File: config.mk
export PLATFORM = sky130hd
export DESIGN_NAME = seg7_reader
export DESIGN_NICKNAME = d
export VERILOG_FILES = /design/src/rtl/seg7_pattern_decode.sv /design/src/rtl/seg7_reader.sv
export VERILOG_INCLUDE_DIRS = /design/src /design/src/rtl
export SDC_FILE = /design/constraint.sdc
export NUM_CORES = 1
export LEC_CHECK = 0
export CAP_MARGIN = 20
export CORE_MARGIN = 2
export CORE_UTILIZATION = 53
export CTS_CLUSTER_DIAMETER = 200
export DETAILED_ROUTE_END_ITERATION = 8
export PLACE_DENSITY = 0.85
export SKIP_CTS_REPAIR_TIMING = 1
export SYNTH_ARGS = -nofsm -noshare
export SYNTH_HDL_FRONTEND = slang
export SYNTH_HIERARCHICAL = 1
export SYNTH_SLANG_ARGS = --single-unit
File: constraint.sdc
create_clock -name i_clk -period 2.4 [get_ports i_clk]
set_input_delay 0.6 -clock i_clk [delete_from_list [all_inputs] [get_ports i_clk]]
set_output_delay 0.6 -clock i_clk [all_outputs]
set_load 0.005 [all_outputs]
File: src/rtl/seg7_defs.vh
// Shared pattern and class constants for the seg7_reader decode path (hex decoding: SEG7_READER_HEX_DIGITS_EN).
// Classes are 5 bits: bit4 clear carries a digit value in [3:0]; bit4 set marks BLANK or ILLEGAL.
localparam logic [4:0] CLS_BLANK   = 5'b10000;
localparam logic [4:0] CLS_ILLEGAL = 5'b10001;

`ifndef SEG7_DEFS_CLASSES_ONLY
// Patterns are listed as H[0:6], active-low, segment 6 is the middle bar.
localparam logic [0:6] P0     = 7'b0000001;
localparam logic [0:6] P1     = 7'b1001111;
localparam logic [0:6] P2     = 7'b0010010;
localparam logic [0:6] P3     = 7'b0000110;
localparam logic [0:6] P4     = 7'b1001100;
localparam logic [0:6] P5     = 7'b0100100;
localparam logic [0:6] P6     = 7'b0100000;
localparam logic [0:6] P6ALT  = 7'b1100000;
localparam logic [0:6] P7     = 7'b0001111;
localparam logic [0:6] P8     = 7'b0000000;
localparam logic [0:6] P9     = 7'b0000100;
localparam logic [0:6] P9ALT  = 7'b0001100;
localparam logic [0:6] PBLANK = 7'b1111111;
localparam logic [0:6] PA     = 7'b0001000;
localparam logic [0:6] PB     = 7'b1100000;
localparam logic [0:6] PC     = 7'b0110001;
localparam logic [0:6] PD     = 7'b1000010;
localparam logic [0:6] PE     = 7'b0110000;
localparam logic [0:6] PF     = 7'b0111000;
`endif

File: src/rtl/seg7_pattern_decode.sv
// Combinational 7-segment pattern to class decoder.
// SEG7_READER_HEX_DIGITS_EN adds A..F; without it 1100000 is the alternate 6.
module seg7_pattern_decode (
    input  logic [0:6] i_h,
    output logic [4:0] o_class
);
`include "seg7_defs.vh"

    always_comb begin
        o_class = CLS_ILLEGAL;
        case (i_h)
            P0:     o_class = 5'd0;
            P1:     o_class = 5'd1;
            P2:     o_class = 5'd2;
            P3:     o_class = 5'd3;
            P4:     o_class = 5'd4;
            P5:     o_class = 5'd5;
            P6:     o_class = 5'd6;
            P7:     o_class = 5'd7;
            P8:     o_class = 5'd8;
            P9:     o_class = 5'd9;
            P9ALT:  o_class = 5'd9;
            PBLANK: o_class = CLS_BLANK;
`ifdef SEG7_READER_HEX_DIGITS_EN
            PA:     o_class = 5'd10;
            PB:     o_class = 5'd11;
            PC:     o_class = 5'd12;
            PD:     o_class = 5'd13;
            PE:     o_class = 5'd14;
            PF:     o_class = 5'd15;
`else
            // PB shares its pattern with P6ALT, so it reads as a 6 here.
            P6ALT:  o_class = 5'd6;
            PA, PC, PD, PE, PF: o_class = CLS_ILLEGAL;
`endif
            default: o_class = CLS_ILLEGAL;
        endcase
    end

endmodule

File: src/rtl/seg7_reader.sv
// Recovers BCD digits from a multiplexed active-low 7-segment bus with a per-digit stability filter.
// Optional hex digit decoding is enabled by defining SEG7_READER_HEX_DIGITS_EN.
module seg7_reader #(
    parameter int STABLE = 3
) (
    input  logic        i_clk,
    input  logic        i_rst,
    input  logic        i_strobe,
    input  logic [1:0]  i_sel,
    input  logic [0:6]  i_h,
    input  logic        i_err_clr,
    output logic [15:0] o_bcd,
    output logic [3:0]  o_valid,
    output logic        o_err,
    output logic        o_update
);
`define SEG7_DEFS_CLASSES_ONLY
`include "seg7_defs.vh"
`undef SEG7_DEFS_CLASSES_ONLY

    localparam logic [3:0] STABLE_C = 4'(STABLE);

    logic [4:0]  w_class;
    logic [4:0]  w_cand [4];
    logic [3:0]  w_cnt  [4];
    logic [4:0]  w_cur_cand;
    logic [3:0]  w_cur_cnt;
    logic        w_same;
    logic        w_sat;
    logic [3:0]  w_cnt_next;
    logic        w_commit;
    logic [15:0] w_bcd_next;
    logic [3:0]  w_valid_next;
    logic        w_err_set;

    logic [15:0] r_bcd;
    logic [3:0]  r_valid;
    logic        r_err;
    logic        r_update;

    seg7_pattern_decode u_decode (
        .i_h     (i_h),
        .o_class (w_class)
    );

    genvar gi;
    generate
        for (gi = 0; gi < 4; gi++) begin : g_digit
            logic [4:0] r_cand;
            logic [3:0] r_cnt;

            always_ff @(posedge i_clk or posedge i_rst) begin
                if (i_rst) begin
                    r_cand <= CLS_BLANK;
                    r_cnt  <= '0;
                end else if (i_strobe && (i_sel == 2'(gi))) begin
                    r_cand <= w_class;
                    r_cnt  <= w_cnt_next;
                end
            end

            assign w_cand[gi] = r_cand;
            assign w_cnt[gi]  = r_cnt;
        end
    endgenerate

    assign w_cur_cand = w_cand[i_sel];
    assign w_cur_cnt  = w_cnt[i_sel];
    assign w_same     = (w_class == w_cur_cand);
    assign w_sat      = (w_cur_cnt == STABLE_C);
    assign w_cnt_next = !w_same ? 4'd1 : (w_sat ? w_cur_cnt : w_cur_cnt + 4'd1);
    // A saturated repeat must not re-commit, otherwise Err could re-arm after a clear.
    assign w_commit   = i_strobe && (w_cnt_next == STABLE_C) && !(w_same && w_sat);

    always_comb begin
        w_bcd_next   = r_bcd;
        w_valid_next = r_valid;
        w_err_set    = 1'b0;
        if (w_commit) begin
            if (!w_class[4]) begin
                w_bcd_next[{i_sel, 2'b00} +: 4] = w_class[3:0];
                w_valid_next[i_sel]             = 1'b1;
            end else begin
                w_valid_next[i_sel] = 1'b0;
                w_err_set           = (w_class == CLS_ILLEGAL);
            end
        end
    end

    always_ff @(posedge i_clk or posedge i_rst) begin
        if (i_rst) begin
            r_bcd    <= '0;
            r_valid  <= '0;
            r_err    <= 1'b0;
            r_update <= 1'b0;
        end else begin
            r_bcd    <= w_bcd_next;
            r_valid  <= w_valid_next;
            r_update <= (w_bcd_next != r_bcd) || (w_valid_next != r_valid);
            if (w_err_set) begin
                r_err <= 1'b1;
            end else if (i_err_clr) begin
                r_err <= 1'b0;
            end
        end
    end

    assign o_bcd    = r_bcd;
    assign o_valid  = r_valid;
    assign o_err    = r_err;
    assign o_update = r_update;

endmodule

==> impl.org <==
** STA
- Setup violations remaining at the end of the flow were counted as 38.
- The clock arrives with 0.01283 ns of skew.
- Post-layout min period :: 3.251 ns
- For the pin with the worst max-slew slack, the measured transition is 0.5976 ns.
- Final Slew Violations :: 0
- Smallest setup slack after layout :: -0.8514 ns
- Setup repair after global routing could not meet its margin everywhere.
- Based on the critical path, the design can be clocked at up to 0.3076 GHz.
- Dividing the final minimum period by the clock period gives 135.5%.
- The final number of hold-violating endpoints was 0.
- Headroom to the max-slew limit :: 59.02%

** Critical path
- For this design, the slowest cell found on the critical path is sky130_fd_sc_hd__or4b_4.
- Critical path peak fanout :: 4
- Worst path most repeated cell :: sky130_fd_sc_hd__buf_4
- R2r startpoint :: g_digit[0].r_cnt[1]
- Startpoint of the worst setup timing path :: i_h[1]
- Largest delay share family, worst path :: simple AND/OR/NAND/NOR gates
- Cell breakdown of the critical path :: buf_8 > buf_12 > buf_4 > nor2_1 > nand2_1 > o21ai_4 > nor3_4 > buf_6 > nor2_4 > mux2i_2 > o221a_1 > or4b_4 > nor4_4 > buf_4 > mux2i_1
- Element type at the critical path start :: primary input
- At the worst endpoint, the required time is 2.66 ns.
- By startpoint and endpoint, the worst setup path is classified as in -> reg.
- STA classifies the critical path endpoint as a flip-flop.
- Maximum cell stage delay along the critical path :: 0.57 ns
- Flop2flop setup slack :: -0.41 ns
- Data on the critical path arrives at its endpoint at 3.52 ns.
- Buffers and inverters on the worst path :: 5

** Finish
- Fraction of final layout cells sized beyond drive strength 1 :: 43.00%
- Filler cell count in the final layout :: 309
- The number of antenna diodes in the final layout is 0.
- Total Nets Final :: 515
- After routing the design area is 5588 um^2.
- Fin util :: 80.91%
- Post-synthesis to final-layout area growth :: 46.00%
- In the layout the commonest cells are sky130_fd_sc_hd__buf_4 (95), sky130_fd_sc_hd__dfrtp_1 (54), sky130_fd_sc_hd__nand2_1 (33).
- Most common cell after layout, fill and taps aside :: sky130_fd_sc_hd__buf_4
- The finished layout holds 596 standard cells, fillers aside.

** Synthesis
- By area the synthesized netlist is led by sky130_fd_sc_hd__dfrtp_1 (35%), sky130_fd_sc_hd__mux2i_1 (7.8%), sky130_fd_sc_hd__mux2_2 (7.1%), sky130_fd_sc_hd__nand2_1 (3.3%), sky130_fd_sc_hd__mux4_2 (2.9%).
- Post-synth top area share :: 35.31%
- Synthesis instantiated 74 different standard cells from the library.
- Predominant post-synthesis flop cell :: sky130_fd_sc_hd__dfrtp_1
- During synthesis, Yosys emitted a total of 6 warnings.
- Flops & latches, synth :: 58
- The synthesized netlist occupies a cell area of 3827 um^2.
- EDFF count, synth :: 0
- Avg Synthesized Cell Area :: 10.54 um^2
- Register area share after synthesis :: 38.05%
- Synthesis produced a netlist whose cell count is 363.
- The biggest area contributor in the post-synthesis netlist is sky130_fd_sc_hd__dfrtp_1.
- Counting every net in the synthesized netlist gives 383.
- For this run, asynchronously set or reset flops after synthesis account for 100.0%.

** CTS
- TritonCTS built the clock tree.
- Clock latency on the worst-skew pair, taken at its later pin, is 0.35 ns.
- H-tree levels :: 3
- CTS saw 58 sinks.
- Cts bufs inserted :: 9
- After clock tree synthesis, the clock-pin slew on the worst setup and hold paths is 0.08 ns.
- Clock tree synthesis selected as its root buffer the cell sky130_fd_sc_hd__clkbuf_8.
- CTS max path bufs :: 2

** Detailed routing
- Final WL :: 15.74 mm
- Once detail routing completed, the nets flagged for antenna violations numbered 0.
- For this run, the detailed router's first-pass iteration total came to 6.
- Post-route DRC violation count :: 0
- Per-cell routed wire length :: 26.41 um
- Total via count in the routed design :: 4142
- The first routing iteration left 777 violations.
- In the routed layout, each cell is associated on average with a via count of 6.950.

** Die
- In this run the vertical extent of the chip is 88.98 um.
- Starting Density :: 55.42%
- The die covers 7917 um^2.
- Area of the core :: 6907 um^2
- Horiz. Die Dim :: 88.98 um
- During I/O placement, the number of pins put on the boundary was 35.
- The floorplan has 30 rows.

** Global route
- Peak-usage layer in the global routing report :: met2
- The initial antenna violation count is 0.
- The number of global-route vias before repair was 3854.
- The total overflow left after global routing is 0.
- Met1 Usage GRT :: 34.64%
- Global-route track usage on met2 :: 54.21%
- In the global route stage, overall resource usage came out at 31.90%.
- GR met3 Demand/Resource :: 8.680%
- Maximum number of pins on one net before global-route repair :: 59
- Global-route wire length before repair :: 19.01 mm

** Power
- Sequential cells burn 35.9% of the power.
- Sw Pwr :: 1165 uW
- In this run switching power makes up 34.99% of total power.
- The internal portion of the total power is 2164 uW.
- Across the VDD grid, the largest voltage drop is 398.0 uV.
- Combinational logic is responsible for 37.1% of the overall power.
- Tot Pwr :: 3329 uW
- Power per unit of standard cell area :: 595.8 nW/um^2
- Per report_power, the clock group accounts for 27.0% of the total.
- Static leakage :: 0.002590 uW

** Worst hold path
- Hold Startpoint :: g_digit[2].r_cand[0]
- The tightest min-delay check is of the reg -> reg type.

** Run status
- Violations in the final reports :: negative setup slack
- The run finished, with violations left.

** Placed design
- Detail Placement HPWL :: 7.853 mm
- Placed cell areas :: 5052 um^2
- At the end of routability-driven placement, the weighted congestion stood at 0.9957.
- Count of placed standard cells including taps :: 571
- IO Port Bufs :: 34

** Flow run
- Max Cap Viol :: 0
==> state kept, by name, indices dropped and copies added (netlist names) <==
register and flops:
g_digit.r_cand 20, o_valid 4, o_err 1, o_update 1
o_bcd 16, g_digit.r_cnt 16
==> routing by layer <==
layer  part of all wire, %  routed length [um]
met3                    13                1997
met5                     0                   0
met2                    44                6930
met4                   8.5                1342
met1                    35                5469
==> final cells by class <==
cell class,count,area [um^2],area share [%]
well taps,96,120.1,2.150
clock buffers,11,131.4,2.351
clock inverters,5,55.05,0.9852
multi-input cells,253,2435,43.57
inverters,30,115.1,2.060
repair buffers,143,1275,22.82
flip-flops and latches,58,1456,26.06
==> cells in the mapped netlist, drive strengths merged, types with 5 or more instances <==
| library cell | count |
|---|---|
| nand4b | 6 |
| nor2 | 12 |
| xnor2 | 7 |
| ha | 7 |
| nand2b | 7 |
| clkbuf | 13 |
| xor2 | 5 |
| nor4 | 10 |
| inv | 30 |
| nor3 | 6 |
| mux4 | 5 |
| buf | 9 |
| o21ai | 14 |
| dfrtp | 54 |
| mux2 | 31 |
| mux2i | 30 |
| nand2 | 34 |
==> worst reg2reg max path, cell delays in order (launching register included) <==
cell	delay [ns]
sky130_fd_sc_hd__dfrtp_1	0.40
sky130_fd_sc_hd__mux4_2	0.51
sky130_fd_sc_hd__ha_1	0.23
sky130_fd_sc_hd__inv_1	0.13
sky130_fd_sc_hd__xnor2_1	0.12
sky130_fd_sc_hd__o32a_2	0.43
sky130_fd_sc_hd__buf_12	0.18
sky130_fd_sc_hd__nor4_4	0.28
sky130_fd_sc_hd__buf_4	0.22
sky130_fd_sc_hd__mux2i_1	0.23
==> power groups by stage <==
stage	sequential (uW)	clock [uW]	combinational (uW)
floorplan	1180	0	510
global placement	1180	0	919
detailed placement	1190	0	965
CTS	1180	890	992
global route	1200	947	1270
finish	1190	900	1240
==> path summary, 6_finish.rpt <==
check	endpoint	cells after the start
setup / recovery	o_bcd[10]	15
hold / removal	g_digit[2].r_cand[0]	2
setup reg to reg	o_bcd[10]	9
hold reg to reg	g_digit[2].r_cand[0]	2
max in group asynchronous	g_digit[0].r_cand[4]	3
min in group asynchronous	g_digit[2].r_cand[0]	3
==> cell families after synthesis <==
kind of cell	Yosys count	synth area share, %
adder cells (fa/ha/maj)	8	2.582
flip-flops	58	38.05
AO/OA/AOI/OAI	54	11.83
buffers and inverters	52	6.048
AND/OR/NAND/NOR	113	18.83
multiplexers	66	19.91
XOR/XNOR	12	2.746
==> through the flow <==
step	hold slack, ns	setup TNS (ns)	setup slack [ns]
3_3_place_gp	0.4608	-45.08	-1.163
5_1_grt	0.5072	-27.58	-0.9793
3_5_place_dp	0.4754	-50.58	-1.341
6_report	0.4949	-24.09	-0.8514
2_1_floorplan	0.4492	-20.61	-0.7897
4_1_cts	0.4896	-36.36	-1.121
(Power assumes the default switching activity.)
